===== src/rtl/cpu_mem_pkg.sv =====
// Shared memory-stage definitions: access size encodings, byte-enable
// patterns, store lane record and the store alignment/lane helpers.
package cpu_mem_pkg;

    typedef enum logic [1:0] {
        SZ_W   = 2'b00,
        SZ_H   = 2'b01,
        SZ_B   = 2'b10,
        SZ_ILL = 2'b11
    } mem_size_e;

    localparam logic [3:0] BE_W  = 4'b1111;
    localparam logic [3:0] BE_H0 = 4'b0011;
    localparam logic [3:0] BE_H1 = 4'b1100;
    localparam logic [3:0] BE_B0 = 4'b0001;

    // Lane-replicated write data plus byte enables; the word address is
    // carried alongside so that its width can follow the AW parameter.
    typedef struct packed {
        logic [31:0] wdata;
        logic [3:0]  be;
    } st_lane_t;

    // A store is rejected for the illegal size or a misaligned address.
    function automatic logic st_misaligned(input logic [1:0] size, input logic [1:0] lo);
        logic bad;
        bad = 1'b1;
        case (size)
            SZ_W:    bad = (lo != 2'b00);
            SZ_H:    bad = lo[0];
            SZ_B:    bad = 1'b0;
            default: bad = 1'b1;
        endcase
        return bad;
    endfunction

    // Replicate the right-justified data onto every lane and pick the enables.
    function automatic st_lane_t st_lanes(input logic [1:0] size, input logic [1:0] lo,
                                          input logic [31:0] data);
        st_lane_t l;
        l.wdata = data;
        l.be    = BE_W;
        case (size)
            SZ_B: begin
                l.wdata = {4{data[7:0]}};
                l.be    = BE_B0 << lo;
            end
            SZ_H: begin
                l.wdata = {2{data[15:0]}};
                l.be    = lo[1] ? BE_H1 : BE_H0;
            end
            default: begin
                l.wdata = data;
                l.be    = BE_W;
            end
        endcase
        return l;
    endfunction

endpackage


===== src/rtl/st_align_buf_if.sv =====
// Store-buffer bus: CPU store request, data-memory write port and the
// load-hazard probe. The slave view is the buffer itself.
interface st_align_buf_if #(
    parameter int unsigned AW = 32
);
    logic          st_valid;
    logic          st_ready;
    logic [AW-1:0] st_addr;
    logic [31:0]   st_data;
    logic [1:0]    st_size;
    logic          st_err;
    logic          dm_valid;
    logic          dm_ready;
    logic [AW-1:0] dm_addr;
    logic [31:0]   dm_wdata;
    logic [3:0]    dm_be;
    logic [AW-1:0] ld_addr;
    logic          ld_hit;
    logic          empty;

    modport slave (
        input  st_valid, st_addr, st_data, st_size, dm_ready, ld_addr,
        output st_ready, st_err, dm_valid, dm_addr, dm_wdata, dm_be, ld_hit, empty
    );

    modport master (
        output st_valid, st_addr, st_data, st_size, dm_ready, ld_addr,
        input  st_ready, st_err, dm_valid, dm_addr, dm_wdata, dm_be, ld_hit, empty
    );
endinterface


===== src/rtl/st_fifo.sv =====
// Generic synchronous FIFO holding an address plus payload per entry, with
// per-entry valid flags and addresses exposed for hazard comparison.
module st_fifo #(
    parameter int unsigned DEPTH = 2,
    parameter int unsigned AW    = 32,
    parameter int unsigned DW    = 36
) (
    input  logic             clk,
    input  logic             rst_n,
    input  logic             push,
    input  logic [AW-1:0]    push_addr,
    input  logic [DW-1:0]    push_data,
    input  logic             pop,
    output logic [AW-1:0]    head_addr,
    output logic [DW-1:0]    head_data,
    output logic             full,
    output logic             empty,
    output logic [DEPTH-1:0] ent_valid,
    output logic [AW-1:0]    ent_addr [DEPTH]
);
    localparam int unsigned    PW       = $clog2(DEPTH);
    localparam logic [PW:0]    FULL_CNT = (PW + 1)'(DEPTH);

    logic [PW-1:0] wr_ptr;
    logic [PW-1:0] rd_ptr;
    logic [PW:0]   count;
    logic [AW-1:0] addr_mem [DEPTH];
    logic [DW-1:0] data_mem [DEPTH];
    logic          do_push;
    logic          do_pop;

    assign full     = (count == FULL_CNT);
    assign empty    = (count == '0);
    assign do_push  = push && !full;
    assign do_pop   = pop && !empty;
    assign head_addr = addr_mem[rd_ptr];
    assign head_data = data_mem[rd_ptr];
    assign ent_addr  = addr_mem;

    // Pointers wrap modulo DEPTH; count tracks occupancy.
    always_ff @(posedge clk or negedge rst_n) begin
        if (!rst_n) begin
            wr_ptr <= '0;
            rd_ptr <= '0;
            count  <= '0;
        end else begin
            if (do_push) wr_ptr <= wr_ptr + 1'b1;
            if (do_pop)  rd_ptr <= rd_ptr + 1'b1;
            case ({do_push, do_pop})
                2'b10:   count <= count + 1'b1;
                2'b01:   count <= count - 1'b1;
                default: count <= count;
            endcase
        end
    end

    // Entry storage; contents are only meaningful while the entry is valid.
    always_ff @(posedge clk) begin
        if (do_push) begin
            addr_mem[wr_ptr] <= push_addr;
            data_mem[wr_ptr] <= push_data;
        end
    end

    // An entry is valid when its distance from the read pointer is below count.
    always_comb begin
        ent_valid = '0;
        for (int unsigned i = 0; i < DEPTH; i++) begin
            ent_valid[i] = ({1'b0, PW'(i) - rd_ptr} < count);
        end
    end

endmodule


===== src/rtl/st_align_buf.sv =====
// Store alignment buffer: checks store alignment, forms lane-replicated
// write data and byte enables, queues stores and issues them in order.
module st_align_buf
    import cpu_mem_pkg::*;
#(
    parameter int unsigned DEPTH = 2,
    parameter int unsigned AW    = 32
) (
    input logic           clk,
    input logic           rst_n,
    st_align_buf_if.slave bus
);
    localparam int unsigned LW = $bits(st_lane_t);

    logic             full;
    logic             fifo_empty;
    logic             accept;
    logic             illegal;
    logic             push;
    logic             pop;
    logic             st_err_q;
    logic             ld_hit_c;
    st_lane_t         in_lane;
    st_lane_t         head_lane;
    logic [LW-1:0]    head_bits;
    logic [AW-1:0]    head_addr;
    logic [DEPTH-1:0] ent_valid;
    logic [AW-1:0]    ent_addr [DEPTH];

    assign accept    = bus.st_valid && !full;
    assign illegal   = st_misaligned(bus.st_size, bus.st_addr[1:0]);
    assign push      = accept && !illegal;
    assign pop       = !fifo_empty && bus.dm_ready;
    assign in_lane   = st_lanes(bus.st_size, bus.st_addr[1:0], bus.st_data);
    assign head_lane = st_lane_t'(head_bits);

    st_fifo #(
        .DEPTH(DEPTH),
        .AW   (AW),
        .DW   (LW)
    ) u_fifo (
        .clk      (clk),
        .rst_n    (rst_n),
        .push     (push),
        .push_addr({bus.st_addr[AW-1:2], 2'b00}),
        .push_data(in_lane),
        .pop      (pop),
        .head_addr(head_addr),
        .head_data(head_bits),
        .full     (full),
        .empty    (fifo_empty),
        .ent_valid(ent_valid),
        .ent_addr (ent_addr)
    );

    // One-cycle error pulse for an accepted store that was rejected.
    always_ff @(posedge clk or negedge rst_n) begin
        if (!rst_n) st_err_q <= 1'b0;
        else        st_err_q <= accept && illegal;
    end

    // Load hazard: any valid entry in the same word, including one popping now.
    always_comb begin
        ld_hit_c = 1'b0;
        for (int unsigned i = 0; i < DEPTH; i++) begin
            if (ent_valid[i] && (ent_addr[i][AW-1:2] == bus.ld_addr[AW-1:2])) ld_hit_c = 1'b1;
        end
    end

    // Memory-side outputs read as zero while nothing is pending.
    assign bus.st_ready = !full;
    assign bus.st_err   = st_err_q;
    assign bus.dm_valid = !fifo_empty;
    assign bus.dm_addr  = fifo_empty ? '0 : head_addr;
    assign bus.dm_wdata = fifo_empty ? '0 : head_lane.wdata;
    assign bus.dm_be    = fifo_empty ? '0 : head_lane.be;
    assign bus.ld_hit   = ld_hit_c;
    assign bus.empty    = fifo_empty;

endmodule

===== src/flat_wrapper.sv =====
// flat-port wrapper written by rule: the top's interface ports become plain ports
module st_align_buf_flat import cpu_mem_pkg::*;
#(
    parameter int unsigned DEPTH = 2,
    parameter int unsigned AW    = 32
)
  (clk, rst_n, bus_st_valid, bus_st_addr, bus_st_data, bus_st_size, bus_dm_ready, bus_ld_addr, bus_st_ready, bus_st_err, bus_dm_valid, bus_dm_addr, bus_dm_wdata, bus_dm_be, bus_ld_hit, bus_empty);
  st_align_buf_if #(.AW(AW)) bus_i ();
  input logic clk;
  input logic rst_n;
  input wire logic [$bits(bus_i.st_valid)-1:0] bus_st_valid;
  input wire logic [$bits(bus_i.st_addr)-1:0] bus_st_addr;
  input wire logic [$bits(bus_i.st_data)-1:0] bus_st_data;
  input wire logic [$bits(bus_i.st_size)-1:0] bus_st_size;
  input wire logic [$bits(bus_i.dm_ready)-1:0] bus_dm_ready;
  input wire logic [$bits(bus_i.ld_addr)-1:0] bus_ld_addr;
  output wire logic [$bits(bus_i.st_ready)-1:0] bus_st_ready;
  output wire logic [$bits(bus_i.st_err)-1:0] bus_st_err;
  output wire logic [$bits(bus_i.dm_valid)-1:0] bus_dm_valid;
  output wire logic [$bits(bus_i.dm_addr)-1:0] bus_dm_addr;
  output wire logic [$bits(bus_i.dm_wdata)-1:0] bus_dm_wdata;
  output wire logic [$bits(bus_i.dm_be)-1:0] bus_dm_be;
  output wire logic [$bits(bus_i.ld_hit)-1:0] bus_ld_hit;
  output wire logic [$bits(bus_i.empty)-1:0] bus_empty;
  assign bus_i.st_valid = bus_st_valid;
  assign bus_i.st_addr = bus_st_addr;
  assign bus_i.st_data = bus_st_data;
  assign bus_i.st_size = bus_st_size;
  assign bus_i.dm_ready = bus_dm_ready;
  assign bus_i.ld_addr = bus_ld_addr;
  assign bus_st_ready = bus_i.st_ready;
  assign bus_st_err = bus_i.st_err;
  assign bus_dm_valid = bus_i.dm_valid;
  assign bus_dm_addr = bus_i.dm_addr;
  assign bus_dm_wdata = bus_i.dm_wdata;
  assign bus_dm_be = bus_i.dm_be;
  assign bus_ld_hit = bus_i.ld_hit;
  assign bus_empty = bus_i.empty;
  st_align_buf #(.DEPTH(DEPTH), .AW(AW)) u_core (.clk(clk), .rst_n(rst_n), .bus(bus_i));
endmodule

===== config.mk =====
export PLATFORM = sky130hd
export DESIGN_NAME = st_align_buf_flat
export DESIGN_NICKNAME = d
export VERILOG_FILES = /design/src/rtl/cpu_mem_pkg.sv /design/src/rtl/st_align_buf_if.sv /design/src/rtl/st_fifo.sv /design/src/rtl/st_align_buf.sv /design/src/flat_wrapper.sv
export SDC_FILE = /design/constraint.sdc
export NUM_CORES = 1
export LEC_CHECK = 0
export ABC_AREA = 1
export ABC_CLOCK_PERIOD_IN_PS = 4780
export CAP_MARGIN = 20
export CORE_MARGIN = 2
export CORE_UTILIZATION = 51
export DETAILED_ROUTE_END_ITERATION = 10
export PLACE_DENSITY = 0.9
export SKIP_LAST_GASP = 1
export SLEW_MARGIN = 20
export SYNTH_ARGS = -nofsm -noshare
export SYNTH_HDL_FRONTEND = slang
export SYNTH_HIERARCHICAL = 1
export SYNTH_SLANG_ARGS = --single-unit

===== constraint.sdc =====
create_clock -name clk -period 4.78 [get_ports clk]
set_input_delay 0.478 -clock clk [delete_from_list [all_inputs] [get_ports clk]]
set_output_delay 0.478 -clock clk [all_outputs]
set_load 0.1 [all_outputs]

* Word-level counts from Yosys, hierarchy flattened
Memories as Yosys holds them, arrays and structs flattened.
Cells that the tools add are included.
** Cells by class
- Add/sub/neg operators :: 6
- Multipliers :: 0
- Divide/modulo/power cells :: 0
- $lt $le $gt $ge :: 5
- Equality and inequality tests :: 7
- Shifts and indexed selects :: 1
- Mux-type cells :: 17
- Bitwise logic cells :: 2
- Reductions and logical operators :: 16
** Operators by type and width (count)
- $mux 32 :: 6
- $pmux 36 s2 :: 1
- $bwmux 64 :: 1
- $eq 30x30->1 :: 2
- $demux 32 s1 :: 1
- $logic_and 1x1->1 :: 9
- $mux 4 :: 2
- $eq 2x2->1 const B :: 3
- $eq 2x1->1 const B :: 2
- $ge 2x2->1 const B :: 2
- $logic_not 2->1 :: 2
- $lt 1x2->1 :: 2
- $mux 1 :: 4
- $not 1->2 :: 2
- $pmux 2 s2 :: 1
- $reduce_bool 2->1 :: 2
- $shl 1x2->4 const A :: 1
- $logic_not 1->1 :: 3
- $pmux 1 s3 :: 1
- $add 1x1->1 const B :: 2
- $add 2x1->2 const B :: 1
- $lt 2x1->1 const B :: 1
- $sub 1x1->1 const A :: 2
- $sub 2x1->2 const B :: 1
** Storage, ports and cells
- Bits in registers :: 69
- Latch bits :: 0
- RAM bits :: 72
- Memory bits (read-only) :: 0
- Memories kept :: 1
** Memories
- u_core.u_fifo.data_mem :: depth 2, width 36, read ports 1, clocked after memory_dff 0, write ports 1, RTL line st_fifo.sv:28 : logic [DW-1:0] data_mem [DEPTH];

* Logic depth before layout (Yosys ltp)
Gate-level depths: netlist (run 1).
- Depth after elaboration :: 7
- Mapped depth :: 12

* Modules after synthesis
The synthesis (run 1) kept the hierarchy.
** Modules (own cells, without submodules)
- st_fifo :: instances 1, cells an instance 389, area each 5197.5 µm², seq. area each 4184.0 µm²
- st_align_buf :: instances 1, cells an instance 544, area each 2280.9 µm², seq. area each 25.0 µm²

* Least setup slack after synthesis (run 1)
No wires, ideal clock.
- Kind :: input -> register
- Start :: input bus_st_size[1]
- End :: memory u_core.u_fifo.data_mem[1][0], enable pin
- Setup time :: 495 ps
- Arrival :: 4200 ps
- Data required time :: 4285 ps
- Setup slack :: 86 ps
- Stages :: 7
- Buffers on the path :: 0
- Cell sequence :: inv_1 -> ha_1 -> inv_2 -> o21ai_1 -> nor4_1 -> o21ai_2 -> nor2_1
** On the way
- Longest elaborated chain between the ends :: 7
- Elaborated cells between the ends (all ways) :: 9
- Classes of those cells :: eq/ne (2); mux (3); reduce/logical (4)
** RTL lines
- start, declared :: RTL line flat_wrapper.sv:14 : input wire logic [$bits(bus_i.st_size)-1:0] bus_st_size;
- $eq 2x2->1, or another cell as far along :: RTL line cpu_mem_pkg.sv:28 : case (size)
- $pmux 1 s3 (*) :: RTL line cpu_mem_pkg.sv:28
- $logic_not 1->1 (*) :: RTL line st_align_buf.sv:32 : assign push = accept && !illegal;
- $logic_and 1x1->1 (*) :: RTL line st_align_buf.sv:32
- net u_core.push :: RTL line st_align_buf.sv:19 : logic push;
- $logic_and 1x1->1 (*) :: RTL line st_fifo.sv:34 : assign do_push = push && !full;
- $mux 1 (*) :: RTL line st_fifo.sv:59 : if (do_push) begin
- $mux 1 (implied by the code) (*) :: RTL line st_fifo.sv:61 : data_mem[wr_ptr] <= push_data;
- end, declared :: RTL line st_fifo.sv:28
The timed path passes the listed nets; every way through them passes the cells marked *.

* Final worst setup path (run 1)
- Start :: register u_core.u_fifo.count[0]
- End :: output bus_dm_valid
** On the way
- Longest elaborated chain between the ends :: 2
** RTL lines
- start, declared :: RTL line st_fifo.sv:26 : logic [PW:0] count;
- start signal, assigned :: RTL line st_fifo.sv:50 : 2'b10: count <= count + 1'b1;
- start signal, assigned :: RTL line st_fifo.sv:51 : 2'b01: count <= count - 1'b1;
- start signal, assigned :: RTL line st_fifo.sv:52 : default: count <= count;
- $logic_not 2->1 :: RTL line st_fifo.sv:33 : assign empty = (count == '0);
- $logic_not 1->1 :: RTL line st_align_buf.sv:73 : assign bus.dm_valid = !fifo_empty;
- end, declared :: RTL line flat_wrapper.sv:19 : output wire logic [$bits(bus_i.dm_valid)-1:0] bus_dm_valid;
Every way passes these cells.

==> flow_metrics.tcl, run 1 <==
set metrics [dict create \
    fmax_mhz 316 \
    clk-insertion-delay-late_ns 0.42 \
    grt_pass1_vias 6089 \
    grt.total_usage_pct 24.2 \
    cts_htree_levels 4 \
    synthAdderAreaFrac_pct 0.837 \
    start_util_pct 51.8 \
    maxSlewViolCount 0 \
    max_slew.worst_pin.slew_ns 0.975 \
    cts_buffer_depth 2 \
    final_area_um2 9820 \
    synth_compound_area_share_pct 2.89 \
    synth_top_area_share_pct 54.6 \
    max_stage_delay_ns 0.97 \
    ys_ff_latch 141 \
    relSlewSlack_pct 34.9 \
    final_common_cell "nand2_1" \
    fp-row-count 44 \
    viasPerCell 4.89 \
    nFillCells 1089 \
    synth_area_leaders "edfxtp_1 (55%), nand2_1 (20%), inv_1 (9.2%)" \
    clk_pin_slew_ns 0.06 \
    fin_crit_sh_pct 66.2 \
    hold_buffers 0 \
    setup_viol 0 \
    synth_top_family_by_area "simple AND/OR/NAND/NOR gates" \
    drive_gt1_share_pct 11.2 \
    area_delta_synth_final_pct 31.4 \
    crit_chain "nor2_4 > buf_4 > inv_1 > clkdlybuf4s50_1" \
    hold_class "primary input to asynchronous set/reset pin" \
    layout_min_cycle_time_ns 3.16 \
    place_area_um2 9190 \
    via_count 6387 \
    pin_count 175 \
    rsz0062_at_grt "false" \
    maxCapViolCount 0 \
    grt-ovfl-total 0 \
    finalHoldViolations 0 \
    muxShareOfSynthArea_pct 0 \
    outcome "completed" \
    crit_path_start_kind "register" \
    cp.required_ns 4.30 \
    drtPass1Iterations 5 \
    cts_made_buffers 17 \
    cts_resized 0 \
    crit_type "register to output pin" \
    postRouteAntennaNets 0 \
    fin_nets 1214 \
    end_kind "output pin" \
    synth_cell_types 28 \
    grt_max_degree 71 \
    die_h_um 125 \
    syn_area_um2 7480 \
    finalWirelength_um 18800 \
    core_area_um2 14400 \
    dieArea_um2 15600 \
    place_congestion 0.900 \
    cp_max_fo 25 \
    yosys.area_share.simple_pct 25.7 \
    grt_pass1_wl_um 29600 \
    wl_per_cell_um 14.4 \
    synth_largest_area_cell "edfxtp_1" \
    cts_tree "done" \
    die_w_um 125 \
    cts_root_buf "clkbuf_16" \
    syn_avg_cell_area_um2 8.02 \
    yosysWarnings 6 \
    portBuffers 172 \
    postSynthCellCount 933 \
    synthXorXnorAreaFrac_pct 2.11 \
    ys_seq_area_share_pct 56.3 \
    cts_setup_buffers 0 \
    drc 0 \
    antenna_found_initial 1 \
    final_cell_mix "nand2_1 (396), inv_1 (183), edfxtp_1 (136), clkdlybuf4s50_1 (103), nor2_1 (92)" \
    drt_iter0_markers 598 \
    crit_slowest_cell "clkdlybuf4s50_1" \
    dpl.hpwl_um 13200 \
    hold_ws_ns 0.291 \
    cts.sinks 141 \
    skew_ns 0.00723 \
    arrival_ns 2.68 \
    tns_ns 0 \
]
[flip-flops by register name (all words and copies together) (netlist names)]
signal                  count
u_core/u_fifo/count         2
u_core/u_fifo/rd_ptr        1
u_core/u_fifo/wr_ptr        1
u_core/u_fifo/ent_addr     64
u_core/bus.st_err           1
u_core/u_fifo/data_mem     72
[per-layer routing]
metal	part of all wire (%)	routed length, µm	track usage, %	up-vias
li1	-	-	-	3150
met1	38	7190	29.7	2863
met2	49	9240	41.3	340
met3	9.8	1840	5.26	34
met4	2.7	505	10.1	0
met5	0	0	0	-
[critical path, delay by kind of cell (launching register included)]
family,cells,cell delay (ns)
flops,1,0.49
buf+inv,3,1.42
simple gates,1,0.33
[path summary, 6_finish.rpt]
kind                            slack (ns)  cells after the start                   start                    endpoint
min in group clk                      0.50                      2    u_core/u_fifo/wr_ptr        u_core/u_fifo/wr_ptr
worst max-delay path                  1.62                      4  u_core/u_fifo/count[0]                bus_dm_valid
worst min-delay path                  0.29                      1                   rst_n        u_core/u_fifo/wr_ptr
worst min register to register        0.50                      2    u_core/u_fifo/wr_ptr        u_core/u_fifo/wr_ptr
worst max register to register        2.25                      5  u_core/u_fifo/count[0]  u_core/u_fifo/ent_addr[33]
max in group asynchronous             4.27                      1                   rst_n        u_core/u_fifo/rd_ptr
[area by class of cell]
class | count | area (µm²) | area share, %
antenna | 1 | 2.50 | 0.0255
multi-input combinational | 568 | 2390 | 24.3
inverter | 200 | 751 | 7.64
clock inverter | 13 | 196 | 2.00
clock buffer | 19 | 433 | 4.41
timing repair buffer | 179 | 1610 | 16.4
tap | 184 | 230 | 2.34
sequential | 141 | 4210 | 42.9
[synth_stat cells (all sizes together)]
cell	count
inv	198
a21boi	1
nand2	397
edfxtp	136
o22ai	8
nand3	4
xor2	2
clkinv	2
nor2	96
o31ai	4
nand4	4
clkbuf	1
xnor2	16
buf	26
o21ai	23
nor4	1
nor3	1
a21oi	2
dfrtp	5
ha	5
conb	1
[through the flow]
stage | setup WS [ns] | cells | utilization (%)
final | 1.62 | 1305 | 68.1
after CTS | 1.60 | 1304 | 68.1
after global routing | 1.49 | 1304 | 68.1
after floorplan | 0.0857 | 936 | -
after detailed placement | 1.38 | 1272 | 63.7
after global placement | 1.45 | 1272 | 63.7
[cell families (layout without fill, tap and decap cells)]
group | count (synthesis) | in the layout
other | 1 | 5
DFF | 141 | 141
and+or+nand+nor | 503 | 503
buffers and inverters | 227 | 411
adders and majority gates | 5 | 5
xor gates and xnor gates | 18 | 18
AOI/OAI and AO/OA | 38 | 38
Power of run 1 is not shown: default switching activity piles up to over one toggle a cycle in this logic, so the estimate is an artifact.
==> run 2: changes to the inputs <==
--- a/config.mk
+++ b/config.mk
@@ -6,7 +6,7 @@
 export NUM_CORES = 1
 export LEC_CHECK = 0
 export ABC_AREA = 1
-export ABC_CLOCK_PERIOD_IN_PS = 4780
+export ABC_CLOCK_PERIOD_IN_PS = 3100
 export CAP_MARGIN = 20
 export CORE_MARGIN = 2
 export CORE_UTILIZATION = 51
==> constraint.sdc (replaced) <==
create_clock -name clk -period 3.1 [get_ports clk]
set_input_delay 0.31 -clock clk [delete_from_list [all_inputs] [get_ports clk]]
set_output_delay 0.31 -clock clk [all_outputs]
set_load 0.1 [all_outputs]
==> run 2 against run 1 <==
Against the previous run: critical path depth rose by 2; wire length rose by 10%; flip-flop and latch count did not move.
==> flow_metrics.tcl, run 2 (synthesized netlist as in run 1, its figures left out) <==
set metrics [dict create \
    outcome "completed" \
    end_kind "output pin" \
    die_w_um 125 \
    crit_type "register to output pin" \
    skew_ns 0.0103 \
    worstReg2RegStart "u_core/u_fifo/count[0]" \
    cts.sinks 141 \
    area_delta_synth_final_pct 41.9 \
    cts_root_buf "clkbuf_16" \
    clk-insertion-delay-late_ns 0.41 \
    relSlewSlack_pct 35.3 \
    postRouteAntennaNets 0 \
    core_area_um2 14400 \
    nFillCells 959 \
    portBuffers 172 \
    largest_register_ffs 72 \
    tns_ns 0 \
    finalHoldViolations 0 \
    wl_per_cell_um 15.9 \
    grt_pass1_wl_um 32000 \
    crit_path_start_kind "register" \
    via_count 6590 \
    hold_buffers 0 \
    final_cell_mix "nand2_1 (396), inv_1 (183), edfxtp_1 (136), clkdlybuf4s50_1 (100), nor2_1 (92)" \
    drive_gt1_share_pct 11.3 \
    setup_viol 0 \
    dieArea_um2 15600 \
    layout_min_cycle_time_ns 2.74 \
    hold_ws_ns 0.136 \
    dp_slack_ns 0.421 \
    fin_crit_sh_pct 88.4 \
    grt_pass1_vias 6494 \
    final_common_cell "nand2_1" \
    cp_max_fo 44 \
    drc 0 \
    reg2reg_slack_ns 1.08 \
    start_util_pct 51.8 \
    setup_ws_ns 0.360 \
    cts_tree "done" \
    cts_resized 0 \
    fp-row-count 44 \
    antenna_found_initial 1 \
    cp-startpoint "u_core/u_fifo/rd_ptr" \
    antenna_cells 0 \
    max_slew.worst_pin.slew_ns 0.968 \
    cts_buffer_depth 2 \
    r2r_end "u_core/u_fifo/data_mem[1][6]" \
    maxSlewViolCount 0 \
    top_register "u_core/u_fifo/data_mem" \
    viasPerCell 5.05 \
    arrival_ns 2.43 \
    cts_setup_buffers 0 \
    fmax_mhz 365 \
    grt_max_degree 70 \
    cts_htree_levels 4 \
    finalWirelength_um 20700 \
    cp.required_ns 2.79 \
    rsz0062_at_grt "false" \
    cts_made_buffers 17 \
    fin_nets 1215 \
    drtPass1Iterations 6 \
    die_h_um 125 \
    grt.total_usage_pct 26.4 \
    dpl.hpwl_um 14700 \
    hold_class "primary input to asynchronous set/reset pin" \
    maxCapViolCount 0 \
    drt_iter0_markers 519 \
    pin_count 175 \
    grt-ovfl-total 0 \
    place_congestion 0.917 \
    clk_pin_slew_ns 0.06 \
    rr_worst_depth 5 \
]
[run 2: cell types whose count changed in the layout (fill, tap and decap cells not counted), sizes merged]
cell	before	now
clkinv	9	10
clkdlybuf4s50	103	100
clkbuf	19	20
clkinvlp	1	3
diode	1	0
inv	198	199
bufinv	5	0
buf	76	80
[run 2: metal layers]
| layer | up-vias | global-route usage (%) | share of wire, % |
|---|---|---|---|
| met4 | 0 | 9.15 | 2.2 |
| met5 | - | 0 | 0 |
| met1 | 3020 | 31.2 | 37 |
| met3 | 41 | 7.10 | 10 |
| li1 | 3152 | - | - |
| met2 | 377 | 46.4 | 51 |
[run 2: layout make-up]
class,instances,area (µm²),share of cell area [%]
flip-flops and latches,141,4210,39.7
repair buffers,180,2530,23.8
multi-input cells,568,2390,22.5
inverters,200,751,7.07
clock buffers,20,437,4.11
well taps,184,230,2.17
clock inverters,12,73.8,0.695
[run 2: worst max-delay path: stages (launching register included)]
cell and delay [ns]:
dfrtp_2 0.70, buf_4 0.57, nand2_1 0.09, nand2_1 0.08
inv_1 0.04, nor2_1 0.27, buf_12 0.22
[run 2: worst max path at each step]
| stage | cells after the start | slack [ns] | endpoint |
|---|---|---|---|
| final | 6 | 0.36 | bus_dm_addr[18] |
| after global routing | 6 | 0.27 | bus_dm_wdata[23] |
| after CTS | 6 | 0.41 | bus_dm_addr[18] |
| after detailed placement | 9 | 0.42 | u_core/u_fifo/ent_addr[0] |
| after global placement | 9 | 0.48 | u_core/u_fifo/data_mem[1][10] |
| after floorplan | 7 | 0.14 | u_core/u_fifo/data_mem[0][0] |
[run 2: stage by stage]
stage / instance area [µm²] / util (%) / std cells
floorplan: 7500 / - / 936
global placement: 10100 / 70.1 / 1273
detailed placement: 10100 / 70.1 / 1273
CTS: 10600 / 73.6 / 1305
global route: 10600 / 73.6 / 1305
finish: 10600 / 73.6 / 1305
Power of run 2 is left out for the same reason.
==> run 3: changes to the inputs <==
--- a/config.mk
+++ b/config.mk
@@ -6,7 +6,7 @@
 export NUM_CORES = 1
 export LEC_CHECK = 0
 export ABC_AREA = 1
-export ABC_CLOCK_PERIOD_IN_PS = 3100
+export ABC_CLOCK_PERIOD_IN_PS = 2600
 export CAP_MARGIN = 20
 export CORE_MARGIN = 2
 export CORE_UTILIZATION = 51
==> constraint.sdc (replaced) <==
create_clock -name clk -period 2.6 [get_ports clk]
set_input_delay 0.26 -clock clk [delete_from_list [all_inputs] [get_ports clk]]
set_output_delay 0.26 -clock clk [all_outputs]
set_load 0.1 [all_outputs]
==> run 3 against run 2 <==
Against the previous run: via count fell by 0.53%; flip-flop and latch count unchanged; global-route usage is 0.29 points lower; critical endpoint unchanged; critical path type unchanged.
==> flow_metrics.tcl, run 3 (synthesized netlist as in run 1, its figures left out) <==
set metrics [dict create \
    final_common_cell "nand2_1" \
    via_count 6555 \
    crit_top_cell "nand2_1" \
    wl_met3_um 2040 \
    postRouteAntennaNets 0 \
    max_stage_delay_ns 0.42 \
    cts_htree_levels 4 \
    crit_type "register to output pin" \
    antenna_cells 0 \
    die_w_um 125 \
    place_congestion 0.985 \
    cp.depth 7 \
    fin_nets 1219 \
    maxSlewViolCount 0 \
    viasPerCell 5.01 \
    outcome "completed" \
    worstReg2RegStart "u_core/u_fifo/count[0]" \
    finalWirelength_um 20300 \
    antenna_found_initial 0 \
    grt_pass1_vias 6408 \
    arrival_ns 2.22 \
    met1Wirelength_um 7540 \
    drtPass1Iterations 5 \
    layout_min_cycle_time_ns 2.48 \
    cts_resized 0 \
    final_cell_mix "nand2_1 (396), inv_1 (183), edfxtp_1 (136), clkdlybuf4s50_1 (99), nor2_1 (92)" \
    r2r_end "u_core/u_fifo/data_mem[0][8]" \
    drive_gt1_share_pct 12.2 \
    clk-insertion-delay-late_ns 0.42 \
    cts_setup_buffers 0 \
    stdcell_count 1309 \
    rr_worst_depth 5 \
    cp_max_fo 31 \
    fp-row-count 44 \
    multi_input_area_um2 2390 \
    hold_buffers 0 \
    area_delta_synth_final_pct 43.5 \
    reg2reg_slack_ns 0.50 \
    drc 0 \
    setup_viol 0 \
    dp_slack_ns -0.0581 \
    dpl.hpwl_um 14400 \
    top_register "u_core/u_fifo/data_mem" \
    largest_register_ffs 72 \
    crit_slowest_cell "buf_4" \
    crit_path_start_kind "register" \
    grt_pass1_wl_um 31800 \
    dr_wl_met2_um 10100 \
    relSlewSlack_pct 58.9 \
    path_buf_inv 4 \
    die_h_um 125 \
    cp-startpoint "u_core/u_fifo/rd_ptr" \
    cts_tree "done" \
    drt_iter0_markers 692 \
    maxCapViolCount 0 \
    cts_made_buffers 17 \
    fin_crit_sh_pct 95.4 \
    max_slew.worst_pin.slew_ns 0.612 \
    grt.total_usage_pct 26.1 \
    finalHoldViolations 0 \
    hold_class "primary input to asynchronous set/reset pin" \
    dr.max_layer_used "met4" \
    nFillCells 952 \
    final_util_pct 74.4 \
    portBuffers 172 \
    clk_pin_slew_ns 0.06 \
    fmax_mhz 403 \
    cts_buffer_depth 2 \
    end_kind "output pin" \
    core_area_um2 14400 \
    dp_cells 1277 \
    rsz0062_at_grt "false" \
    grt_max_degree 51 \
    setup_ws_ns 0.119 \
    grt-ovfl-total 0 \
    crit_path_end "bus_dm_addr[18]" \
    dieArea_um2 15600 \
    cp.required_ns 2.34 \
    cts.sinks 141 \
    cts_root_buf "clkbuf_16" \
    wl_per_cell_um 15.5 \
    skew_ns 0.00758 \
    start_util_pct 51.8 \
    crit_chain "inv_2 > buf_4 > nand2_1 > nand2_1 > inv_1 > nor2_1 > buf_12" \
    cp_top_family "buffers and inverters" \
    seq_area_um2 4210 \
    pin_count 175 \
]
==> run 3: changes by cell type in the layout (fill, tap and decap cells not counted) <==
cell,previous run,this run
bufinv_16,0,3
buf_4,6,11
inv_6,1,2
inv_2,15,14
clkinv_1,6,3
clkbuf_1,3,1
clkinvlp_4,3,5
clkdlybuf4s50_1,100,99
==> run 3: worst min path at each step <==
stage / to / cells past startpoint / from / slack (ns)
finish: u_core/u_fifo/wr_ptr / 1 / rst_n / 0.07
global route: u_core/bus.st_err / 1 / rst_n / 0.08
CTS: u_core/bus.st_err / 1 / rst_n / 0.07
detailed placement: u_core/u_fifo/wr_ptr / 2 / u_core/u_fifo/wr_ptr / 0.48
global placement: u_core/u_fifo/wr_ptr / 2 / u_core/u_fifo/wr_ptr / 0.48
floorplan: u_core/bus.st_err / 0 / rst_n / -0.04
==> run 3: worst register-to-register path, stage by stage, from the launching register on <==
cell        delay [ns]
dfrtp_1           0.54
nor2_2            0.12
nor4_1            0.47
nand3_1           0.23
clkinvlp_4        0.17
buf_12            0.24
==> run 3: metal layers <==
layer / vias to the layer above / track usage [%]
li1: 3158 / -
met1: 2935 / 31.3
met2: 399 / 45.1
met3: 63 / 6.68
met4: 0 / 10.3
met5: - / 0
==> run 3: cell type report <==
class                           count  share of cell area, %
Clock buffer                       18                   4.00
Clock inverter                     14                   1.57
Inverter                          200                   7.03
Multi-Input combinational cell    568                   22.2
Sequential cell                   141                   39.2
Tap cell                          184                   2.14
Timing Repair Buffer              184                   23.8
==> run 3: stage by stage <==
| stage | hold slack [ns] | setup TNS (ns) | instance area, µm² |
|---|---|---|---|
| 3_3_place_gp | 0.476 | 0 | 10100 |
| 6_report | 0.0737 | 0 | 10700 |
| 3_5_place_dp | 0.481 | -5.15 | 10100 |
| 5_1_grt | 0.0815 | 0 | 10700 |
| 4_1_cts | 0.0685 | 0 | 10700 |
| 2_1_floorplan | -0.0356 | 0 | 7510 |
Power of run 3 is left out for the same reason.
